==> src/rtl/load_store_unit.sv <==
// Load/store unit: byte/half/word accesses to a word-wide data memory.
// Sub-word stores use a read-modify-write sequence.
module load_store_unit #(
    parameter int DEPTH = 10
) (
    input  logic        clk,
    input  logic        rst_n,
    input  logic        req_valid,
    output logic        req_ready,
    input  logic        req_we,
    input  logic [2:0]  req_funct3,
    input  logic [31:0] req_addr,
    input  logic [31:0] req_wdata,
    output logic        resp_valid,
    output logic [31:0] resp_rdata,
    output logic        resp_err,
    output logic        mem_read,
    output logic        mem_write,
    output logic [31:0] mem_addr,
    output logic [31:0] mem_wdata,
    input  logic [31:0] mem_rdata
);

    typedef enum logic [1:0] {IDLE, RD, WR, RESP} state_t;

    state_t      state, next;
    logic        we_q, err_q;
    logic [2:0]  f3_q;
    logic [31:0] addr_q, wdata_q, word_q;
    logic        f3_ok, mis, oor, req_err;
    logic [31:0] byte_mask, half_mask, merged, lane, load_val;

    always_comb begin
        f3_ok = 1'b0;
        mis   = 1'b0;
        case (req_funct3)
            3'b000: f3_ok = 1'b1;
            3'b001: begin f3_ok = 1'b1;    mis = req_addr[0];    end
            3'b010: begin f3_ok = 1'b1;    mis = |req_addr[1:0]; end
            3'b100: f3_ok = !req_we;
            3'b101: begin f3_ok = !req_we; mis = req_addr[0];    end
            default: ;
        endcase
        // word index must fit in 2**DEPTH words
        oor     = (req_addr >> (DEPTH + 2)) != 32'd0;
        req_err = !f3_ok || mis || oor;
    end

    always_ff @(posedge clk or negedge rst_n) begin
        if (!rst_n) state <= IDLE;
        else        state <= next;
    end

    always_ff @(posedge clk or negedge rst_n) begin
        if (!rst_n) begin
            we_q    <= 1'b0;
            err_q   <= 1'b0;
            f3_q    <= 3'd0;
            addr_q  <= 32'd0;
            wdata_q <= 32'd0;
            word_q  <= 32'd0;
        end else begin
            if (state == IDLE && req_valid) begin
                we_q    <= req_we;
                err_q   <= req_err;
                f3_q    <= req_funct3;
                addr_q  <= req_addr;
                wdata_q <= req_wdata;
            end
            if (state == RD) word_q <= mem_rdata;
        end
    end

    always_comb begin
        byte_mask = 32'h0000_00FF << {addr_q[1:0], 3'b000};
        half_mask = 32'h0000_FFFF << {addr_q[1], 4'b0000};
        case (f3_q[1:0])
            2'b00:   merged = (word_q & ~byte_mask)
                            | ({4{wdata_q[7:0]}} & byte_mask);
            2'b01:   merged = (word_q & ~half_mask)
                            | ({2{wdata_q[15:0]}} & half_mask);
            default: merged = wdata_q;
        endcase
    end

    always_comb begin
        lane = word_q >> {addr_q[1:0], 3'b000};
        case (f3_q)
            3'b000:  load_val = {{24{lane[7]}}, lane[7:0]};
            3'b001:  load_val = {{16{lane[15]}}, lane[15:0]};
            3'b100:  load_val = {24'd0, lane[7:0]};
            3'b101:  load_val = {16'd0, lane[15:0]};
            default: load_val = word_q;
        endcase
    end

    always_comb begin
        next       = state;
        req_ready  = 1'b0;
        mem_read   = 1'b0;
        mem_write  = 1'b0;
        mem_addr   = 32'd0;
        mem_wdata  = 32'd0;
        resp_valid = 1'b0;
        resp_err   = 1'b0;
        resp_rdata = 32'd0;
        case (state)
            IDLE: begin
                req_ready = 1'b1;
                if (req_valid) begin
                    if (req_err)                    next = RESP;
                    else if (!req_we)               next = RD;
                    else if (req_funct3 == 3'b010)  next = WR;
                    else                            next = RD;
                end
            end
            RD: begin
                mem_read = 1'b1;
                mem_addr = {addr_q[31:2], 2'b00};
                next     = we_q ? WR : RESP;
            end
            WR: begin
                mem_write = 1'b1;
                mem_addr  = {addr_q[31:2], 2'b00};
                mem_wdata = merged;
                next      = RESP;
            end
            RESP: begin
                resp_valid = 1'b1;
                resp_err   = err_q;
                resp_rdata = (err_q || we_q) ? 32'd0 : load_val;
                next       = IDLE;
            end
            default: next = IDLE;
        endcase
    end

endmodule

==> config.mk <==
export PLATFORM = sky130hd
export DESIGN_NAME = load_store_unit
export DESIGN_NICKNAME = d
export VERILOG_FILES = /design/src/rtl/load_store_unit.sv
export SDC_FILE = /design/constraint.sdc
export NUM_CORES = 1
export LEC_CHECK = 0
export ABC_AREA = 1
export BUFFER_PORTS_ARGS = -buffer_cell sky130_fd_sc_hd__buf_2
export CAP_MARGIN = 20
export CORE_ASPECT_RATIO = 0.7
export CORE_MARGIN = 4
export CORE_UTILIZATION = 55
export CTS_CLUSTER_DIAMETER = 200
export DETAILED_ROUTE_END_ITERATION = 8
export PLACE_DENSITY = 0.95
export SETUP_SLACK_MARGIN = 0.3
export SLEW_MARGIN = 15
export SYNTH_ARGS = -nofsm -noshare
export SYNTH_HDL_FRONTEND = slang
export SYNTH_SLANG_ARGS = --single-unit
==> constraint.sdc <==
create_clock -name clk -period 3.5 [get_ports clk]
set_clock_uncertainty 0.05 [all_clocks]
set_input_delay 0.525 -clock clk [delete_from_list [all_inputs] [get_ports clk]]
set_output_delay 0.525 -clock clk [all_outputs]
set_load 0.01 [all_outputs]
==> results of run 1 <==
[worst max-delay path, cell delays in order (launching register included)]
cell,delay [ps]
dfrtp_1,900
inv_6,190
nand2_8,240
inv_4,60
nand2_1,70
nand3_2,90
nand2_2,100
nand2_4,60
nand2_4,220
nor2_1,70
buf_2,140
[power breakdown]
group / switching (mW) / internal (mW)
combinational: 2.62 / 1.28
sequential: 0.603 / 1.76
clock: 0.450 / 0.504
[sequential cells by signal, summed over array words and instances, names as in the netlist]
signal / count
f3_q: 3
err_q: 1
we_q: 1
addr_q: 32
wdata_q: 32
state: 2
word_q: 32
[cell families after synthesis]
group,Yosys count,synth area share
AND/OR/NAND/NOR,436,0.294
other,1,0.000610
AO/OA/AOI/OAI,187,0.169
buffers and inverters,160,0.109
adder cells (fa/ha/maj),4,0.00814
flip-flops,103,0.419
[path summary, 6_finish.rpt]
path	cells after the start	to	from	slack, ps
setup / recovery	10	resp_rdata[31]	addr_q[1]	420
hold / removal	2	word_q[16]	rst_n	150
setup reg to reg	7	state[0]	state[0]	1620
hold reg to reg	2	addr_q[15]	addr_q[15]	430
max in group asynchronous	2	word_q[4]	rst_n	2760
min in group clk	3	wdata_q[30]	req_wdata[30]	320
[placed cells by master (no fill, tap or decap)]
cell type | netlist | final
a31oi_1 | 19 | 19
buf_2 | 13 | 200
clkinv_2 | 0 | 1
ha_2 | 0 | 1
dfrtp_1 | 103 | 103
inv_1 | 101 | 101
ha_1 | 4 | 3
o21ai_2 | 2 | 2
inv_2 | 1 | 1
nand2_2 | 4 | 5
nand2_8 | 2 | 2
buf_12 | 1 | 1
nand2_1 | 327 | 326
or2_2 | 1 | 1
a22oi_1 | 3 | 3
o21ai_1 | 2 | 2
nand3_1 | 24 | 24
clkinv_1 | 2 | 2
nand4_1 | 7 | 7
clkbuf_1 | 30 | 2
a211oi_1 | 6 | 6
conb_1 | 1 | 2
o211ai_1 | 18 | 18
inv_4 | 2 | 2
nand2_4 | 3 | 3
clkbuf_16 | 0 | 9
nand3_2 | 2 | 2
nor2_2 | 8 | 8
nor2_1 | 55 | 55
clkbuf_8 | 0 | 1
inv_6 | 2 | 3
o21ai_0 | 103 | 103
buf_4 | 2 | 11
a21oi_1 | 30 | 30
nor2_4 | 3 | 3
o22ai_1 | 4 | 4
clkinvlp_4 | 0 | 2
[per-layer routing]
metal | GRT usage | vias to the layer above | part of all wire
met5 | 0 | - | 0.00064
met4 | 0.0754 | 2 | 0.020
met3 | 0.0947 | 49 | 0.14
met2 | 0.464 | 428 | 0.42
met1 | 0.445 | 3027 | 0.42
li1 | - | 3163 | -
[per-stage QoR]
stage / setup WS [ps] / std cells
2_1_floorplan: 1320 / 892
3_3_place_gp: 887 / 1200
3_5_place_dp: 847 / 1200
4_1_cts: 472 / 1216
5_1_grt: 301 / 1216
6_report: 422 / 1216
[cell type report]
class                      instances  area [um^2]
sequential                       103         2580
timing repair buffer             212         1100
multi-input combinational        629         2910
tap                              148          185
fill                             944         3160
clock inverter                     4         28.8
inverter                         108          420
clock buffer                      12          246
==> results.sh, run 1 <==
export IMPL_drt_first_iter_violations=839
export IMPL_rows=31
export IMPL_via_count=6669
export IMPL_power_mw=7.22
export IMPL_cts_buffers=9
export IMPL_numClockSinks=103
export IMPL_dieArea_um2=13000
export IMPL_diodes=0
export IMPL_die_w_um=134
export IMPL_p_per_area_nw_per_um2=966
export IMPL_ys_ff_latch=103
export IMPL_wire_per_inst_um=16.7
export IMPL_layout_drive_gt1_share=0.242
export IMPL_grt_pass1_vias=6034
export IMPL_grt_pass1_wl_um=31300
export IMPL_synthMostInstantiatedCell="nand2_1"
export IMPL_tritoncts="built"
export IMPL_ys_types=35
export IMPL_critPathRequiredTime_ps=2920
export IMPL_drtAntennaViolNets=0
export IMPL_drc_errors=0
export IMPL_slew_violations=0
export IMPL_slew_limit_headroom=0.347
export IMPL_grt_ovfl_total=0
export IMPL_cts_root_buf="clkbuf_16"
export IMPL_antenna_found_initial=1
export IMPL_ys_seq_area_frac=0.419
export IMPL_synth_top_area_cell="dfrtp_1"
export IMPL_dpl_instance_area_um2=7200
export IMPL_fmax_mhz=325
export IMPL_tns_ps=0
export IMPL_syn_area_per_cell_um2=6.90
export IMPL_cp_max_fo=28
export IMPL_dieHeight_um=96.5
export IMPL_io_pin_count=204
export IMPL_wirelength_um=20300
export IMPL_final_hold_violation_count=0
export IMPL_final_setup_viol_count=0
export IMPL_ys_top_cells_by_count="nand2_1 (327), dfrtp_1 (103), o21ai_0 (103), inv_1 (101), nor2_1 (55)"
export IMPL_whs_ps=153
export IMPL_clk_latency_ps=350
export IMPL_start_util=0.579
export IMPL_postCtsSetupRepairBufs=0
export IMPL_synth_top_area_share=0.419
export IMPL_fin_util=0.703
export IMPL_drv_cap=0
export IMPL_cts_clk_slew_worst_paths_ps=70
export IMPL_status="completed"
export IMPL_syn_inst=891
export IMPL_design_area_um2=7470
export IMPL_area_growth_pct=21.5
export IMPL_vias_per_cell=5.48
export IMPL_ys_dominant_reg_cell="dfrtp_1"
export IMPL_gp_congestion=1.05
export IMPL_tightest_slew_ps=980
export IMPL_cp_arrival_ps=2500
export IMPL_grtUsageTotal=0.310
export IMPL_synth_enable_flop_cells=0
export IMPL_async_flop_share=1.00
export IMPL_cts_buffer_depth=2
export IMPL_end_kind="output pin"
export IMPL_ctsHoldBuffers=0
export IMPL_drtPass1Iterations=6
export IMPL_grt_start_max_net_pins=104
export IMPL_p_leak_nw=4.29
export IMPL_crit_type="flop to output pin"
export IMPL_hpwlAfterDp_um=15100
export IMPL_placement_io_buffers=201
export IMPL_synth_area_um2=6150
export IMPL_ys_top_cells_by_area="dfrtp_1 (42%), nand2_1 (20%), o21ai_0 (8.4%), inv_1 (6.2%), nor2_1 (3.4%)"
export IMPL_finalCritPeriodShare=0.879
export IMPL_rsz0062_at_grt="no"
export IMPL_ys_warn_count=0
export IMPL_core_um2=10600
export IMPL_post_route_min_period_ps=3080
export IMPL_worstSetupStartpointType="flop"
export IMPL_cts_htree_levels=3
export IMPL_nNetsFinal=1170
export IMPL_peakVddDrop_uv=528
export IMPL_cts_resized_gates=0
export IMPL_hold_path_class="input port to asynchronous set/reset pin"
Note: power is estimated with default switching activity, not from simulation.
==> inputs of run 2 (changes only) <==
--- a/config.mk
+++ b/config.mk
@@ -11,6 +11,7 @@
 export CORE_ASPECT_RATIO = 0.7
 export CORE_MARGIN = 4
 export CORE_UTILIZATION = 55
+export CTS_BUF_LIST = sky130_fd_sc_hd__clkbuf_16
 export CTS_CLUSTER_DIAMETER = 200
 export DETAILED_ROUTE_END_ITERATION = 8
 export PLACE_DENSITY = 0.95
==> results.sh, run 2 (synthesis results as in run 1) <==
export IMPL_layout_common_cells="nand2_1 (326), buf_2 (200), inv_1 (103), o21ai_0 (103), dfrtp_1 (103)"
export IMPL_drtPass1Iterations=6
export IMPL_via_count=6669
export IMPL_p_leak_nw=4.29
export IMPL_final_setup_viol_count=0
export IMPL_tns_ps=0
export IMPL_drc_errors=0
export IMPL_hold_path_class="input port to asynchronous set/reset pin"
export IMPL_slew_limit_headroom=0.338
export IMPL_placement_io_buffers=201
export IMPL_whs_ps=162
export IMPL_grt_pass1_vias=6034
export IMPL_dieArea_um2=13000
export IMPL_grtUsageTotal=0.310
export IMPL_die_w_um=134
export IMPL_cts_buffers=9
export IMPL_final_hold_violation_count=0
export IMPL_wirelength_um=20300
export IMPL_vias_per_cell=5.48
export IMPL_core_um2=10600
export IMPL_layout_cells_most_common="nand2_1"
export IMPL_fillers=945
export IMPL_post_route_min_period_ps=3060
export IMPL_peakVddDrop_uv=526
export IMPL_rows=31
export IMPL_hpwlAfterDp_um=15100
export IMPL_power_mw=7.19
export IMPL_drt_first_iter_violations=833
export IMPL_cts_clk_slew_worst_paths_ps=70
export IMPL_fmax_mhz=326
export IMPL_start_util=0.579
export IMPL_worstSetupStartpointType="flop"
export IMPL_area_growth_pct=21.3
export IMPL_crit_type="flop to output pin"
export IMPL_cp_arrival_ps=2490
export IMPL_grt_ovfl_total=0
export IMPL_cts_buffer_depth=2
export IMPL_tightest_slew_ps=993
export IMPL_finalCritPeriodShare=0.875
export IMPL_critPathRequiredTime_ps=2920
export IMPL_postCtsSetupRepairBufs=0
export IMPL_cp_max_fo=28
export IMPL_status="completed"
export IMPL_diodes=0
export IMPL_io_pin_count=204
export IMPL_ctsHoldBuffers=0
export IMPL_clk_latency_ps=350
export IMPL_cts_resized_gates=0
export IMPL_grt_pass1_wl_um=31300
export IMPL_dieHeight_um=96.5
export IMPL_grt_start_max_net_pins=104
export IMPL_tritoncts="built"
export IMPL_slew_violations=0
export IMPL_cts_htree_levels=3
export IMPL_nNetsFinal=1170
export IMPL_p_per_area_nw_per_um2=964
export IMPL_rsz0062_at_grt="no"
export IMPL_numClockSinks=103
export IMPL_drv_cap=0
export IMPL_end_kind="output pin"
export IMPL_gp_congestion=1.05
export IMPL_wire_per_inst_um=16.7
export IMPL_antenna_found_initial=1
export IMPL_layout_drive_gt1_share=0.241
export IMPL_reg_largest_list="addr_q x32, wdata_q x32, word_q x32"
export IMPL_drtAntennaViolNets=0
export IMPL_cts_root_buf="clkbuf_16"
## run 2: cell count changes in the layout (fill, tap and decap cells not counted), sizes merged
cell / delta
inv: +2
clkbuf: -3
clkinv: +1
## run 2: worst max-delay path, stage by stage, from the launching register on
cell and delay (ps):
dfrtp_1 890, inv_6 190, nand2_8 230, inv_4 60
nand2_1 70, nand3_2 90, nand2_2 100, nand2_4 60
nand2_4 220, nor2_1 70, buf_2 140
## run 2: layout make-up
class,instances,area [um^2],area share
flip-flops and latches,103,2580,0.345
well taps,148,185,0.0248
clock inverters,7,40.0,0.00537
inverters,108,420,0.0563
multi-input cells,629,2910,0.390
repair buffers,212,1100,0.148
clock buffers,9,225,0.0302
## run 2: worst paths after layout
path                                from             end  slack (ps)  cells past startpoint
setup / recovery               addr_q[1]  resp_rdata[31]         440                     10
hold / removal                     rst_n      word_q[16]         160                      2
setup reg to reg                state[0]        state[0]        1620                      7
hold reg to reg               addr_q[15]      addr_q[15]         430                      2
max in group asynchronous          rst_n       word_q[1]        2790                      2
min in group clk           req_wdata[30]     wdata_q[30]         320                      3
## run 2: routing by layer
layer	vias to the layer above	part of all wire	global-route usage
li1	3159	-	-
met2	428	0.43	0.464
met4	2	0.016	0.0754
met5	-	0.00064	0
met3	38	0.13	0.0947
met1	3042	0.42	0.445
## run 2: where the power goes
| group | internal (mW) | switching, mW |
|---|---|---|
| registers | 1.76 | 0.602 |
| logic | 1.28 | 2.63 |
| clock network | 0.476 | 0.445 |
## run 2: per-stage QoR
stage           util  cells  setup slack [ps]  cell area (um^2)
4_1_cts        0.702   1216               472              7460
2_1_floorplan      -    892              1320              6150
6_report       0.702   1216               436              7460
3_3_place_gp   0.677   1200               887              7200
3_5_place_dp   0.677   1200               847              7200
5_1_grt        0.702   1216               301              7460
==> inputs of run 3 (changes only) <==
--- a/config.mk
+++ b/config.mk
@@ -5,7 +5,6 @@
 export SDC_FILE = /design/constraint.sdc
 export NUM_CORES = 1
 export LEC_CHECK = 0
-export ABC_AREA = 1
 export BUFFER_PORTS_ARGS = -buffer_cell sky130_fd_sc_hd__buf_2
 export CAP_MARGIN = 20
 export CORE_ASPECT_RATIO = 0.7
==> results.sh, run 3 <==
export IMPL_cts_resized_gates=0
export IMPL_tightest_slew_ps=867
export IMPL_cts_htree_levels=3
export IMPL_grt_ovfl_total=0
export IMPL_synthMostInstantiatedCell="dfrtp_1"
export IMPL_clk_latency_ps=350
export IMPL_dieHeight_um=94.8
export IMPL_final_hold_violation_count=0
export IMPL_ys_seq_area_frac=0.435
export IMPL_cp_slowest_cell="inv_2"
export IMPL_final_setup_viol_count=0
export IMPL_ys_warn_count=0
export IMPL_status="completed"
export IMPL_gp_congestion=0.924
export IMPL_wire_per_inst_um=20.7
export IMPL_layout_common_cells="buf_2 (200), dfrtp_1 (103), mux2_2 (92)"
export IMPL_grtUsageTotal=0.291
export IMPL_synth_top_area_share=0.435
export IMPL_rr_endpoint="wdata_q[8]"
export IMPL_drt_first_iter_violations=417
export IMPL_reg_largest_list="addr_q x32, wdata_q x32, word_q x32"
export IMPL_pre_cts_slack_ps=666
export IMPL_numClockSinks=103
export IMPL_ctsHoldBuffers=0
export IMPL_reg2reg_slack_ps=1270
export IMPL_cts_buffer_depth=2
export IMPL_tritoncts="built"
export IMPL_hpwlAfterDp_um=13700
export IMPL_ys_types=45
export IMPL_synth_top_area_cell="dfrtp_1"
export IMPL_vias_per_cell=5.94
export IMPL_fmax_mhz=331
export IMPL_start_util=0.567
export IMPL_drv_cap=0
export IMPL_p_per_area_nw_per_um2=1020
export IMPL_critPathRequiredTime_ps=2920
export IMPL_core_um2=10400
export IMPL_cp_slowest_stage_delay_ps=510
export IMPL_synth_enable_flop_cells=0
export IMPL_cts_root_buf="clkbuf_16"
export IMPL_worstSetupStartpointType="flop"
export IMPL_dieArea_um2=12500
export IMPL_rsz0062_at_grt="no"
export IMPL_grt_start_max_net_pins=90
export IMPL_r2r_start="state[0]"
export IMPL_ys_top_cells_by_count="dfrtp_1 (103), mux2_2 (92), nand2_1 (54), and2_1 (40), o21ai_0 (32)"
export IMPL_hold_path_class="input port to asynchronous set/reset pin"
export IMPL_peakVddDrop_uv=521
export IMPL_ys_ff_latch=103
export IMPL_ys_dominant_reg_cell="dfrtp_1"
export IMPL_wirelength_um=18300
export IMPL_area_growth_pct=23.1
export IMPL_syn_area_per_cell_um2=10.5
export IMPL_cts_buffers=9
export IMPL_nNetsFinal=852
export IMPL_fillers=803
export IMPL_antenna_found_initial=1
export IMPL_drtAntennaViolNets=0
export IMPL_timing_final_ws_setup_ps=476
export IMPL_cp_max_fo=36
export IMPL_end_kind="output pin"
export IMPL_tns_ps=0
export IMPL_rows=31
export IMPL_slew_limit_headroom=0.422
export IMPL_io_pin_count=204
export IMPL_cp_arrival_ps=2450
export IMPL_crit_type="flop to output pin"
export IMPL_seqCellArea_um2=2580
export IMPL_syn_inst=564
export IMPL_diodes=0
export IMPL_drc_errors=0
export IMPL_ys_top_cells_by_area="dfrtp_1 (44%), mux2_2 (18%), and2_1 (4.2%), mux2i_1 (4.1%), nand2_1 (3.4%)"
export IMPL_post_route_min_period_ps=3020
export IMPL_layout_cells_most_common="buf_2"
export IMPL_slew_violations=0
export IMPL_multi_input_area_um2=3090
export IMPL_via_count=5240
export IMPL_cts_clk_slew_worst_paths_ps=70
export IMPL_p_leak_nw=3.57
export IMPL_grt_pass1_vias=5240
export IMPL_finalCritPeriodShare=0.864
export IMPL_rr_worst_depth=5
export IMPL_layout_drive_gt1_share=0.456
export IMPL_die_w_um=132
export IMPL_grt_pass1_wl_um=28500
export IMPL_drtPass1Iterations=5
export IMPL_cp_cell_sequence="buf_4 > inv_2 > o21ai_2 > mux2i_1 > nor2b_1 > buf_2"
export IMPL_synth_area_um2=5920
export IMPL_async_flop_share=1.00
export IMPL_placement_io_buffers=201
[run 3: critical path, delay by kind of cell (launching register included)]
family          cells  cell delay (ps)
mux                 1              210
buf+inv             3              930
simple gates        1              230
flops               1              380
compound gates      1              350
[run 3: worst max-delay path by stage]
stage	start	endpoint	slack, ps	cells after the start
6_report	f3_q[1]	mem_wdata[7]	480	6
4_1_cts	f3_q[1]	mem_wdata[7]	480	6
2_1_floorplan	state[0]	resp_rdata[21]	1170	6
5_1_grt	f3_q[1]	mem_wdata[7]	330	6
3_3_place_gp	addr_q[1]	resp_rdata[31]	780	4
3_5_place_dp	addr_q[1]	resp_rdata[31]	670	4
[run 3: cells by family after synthesis]
kind of cell | count (synthesis) | share of synthesized area
other | 1 | 0.000634
AOI/OAI and AO/OA | 132 | 0.161
adders and majority gates | 4 | 0.00846
buffers and inverters | 58 | 0.0444
DFF | 103 | 0.435
and+or+nand+nor | 148 | 0.127
muxes | 118 | 0.223
[run 3: per-stage QoR]
stage | utilization | cells | total power [mW] | instance area, um^2 | hold slack [ps]
3_5_place_dp | 0.667 | 864 | 6.31 | 6960 | 436
3_3_place_gp | 0.667 | 864 | 6.13 | 6960 | 429
4_1_cts | 0.698 | 882 | 7.40 | 7280 | 326
6_report | 0.699 | 882 | 7.44 | 7290 | 194
2_1_floorplan | - | 565 | 4.97 | 5920 | 179
5_1_grt | 0.699 | 882 | 7.93 | 7290 | 254
[run 3: cell type report]
| class | instances | area share |
|---|---|---|
| Sequential cell | 103 | 0.354 |
| Clock buffer | 9 | 0.0309 |
| Tap cell | 132 | 0.0227 |
| Multi-Input combinational cell | 404 | 0.423 |
| Timing Repair Buffer | 212 | 0.152 |
| Clock inverter | 7 | 0.00979 |
| Inverter | 15 | 0.00773 |
[run 3: metal layers]
layer | GRT usage | vias up | part of all wire
met5 | 0 | - | 0.00071
met1 | 0.393 | 2576 | 0.43
li1 | - | 2377 | -
met4 | 0.0551 | 2 | 0.010
met2 | 0.464 | 259 | 0.47
met3 | 0.0969 | 26 | 0.097
[run 3: report_power, final]
group	internal, mW	switching (mW)	leakage, nW	total, mW
Sequential	1.80	0.697	1.22	2.49
Combinational	1.83	2.12	2.20	3.94
Clock	0.505	0.494	0.146	0.999
[run 3: timing repair]
| item | 4_1_cts | 5_1_grt |
|---|---|---|
| setup endpoints to repair | 1 | 0 |
| setup buffers | 2 | 0 |
| endpoints found under the hold margin | 0 | 0 |
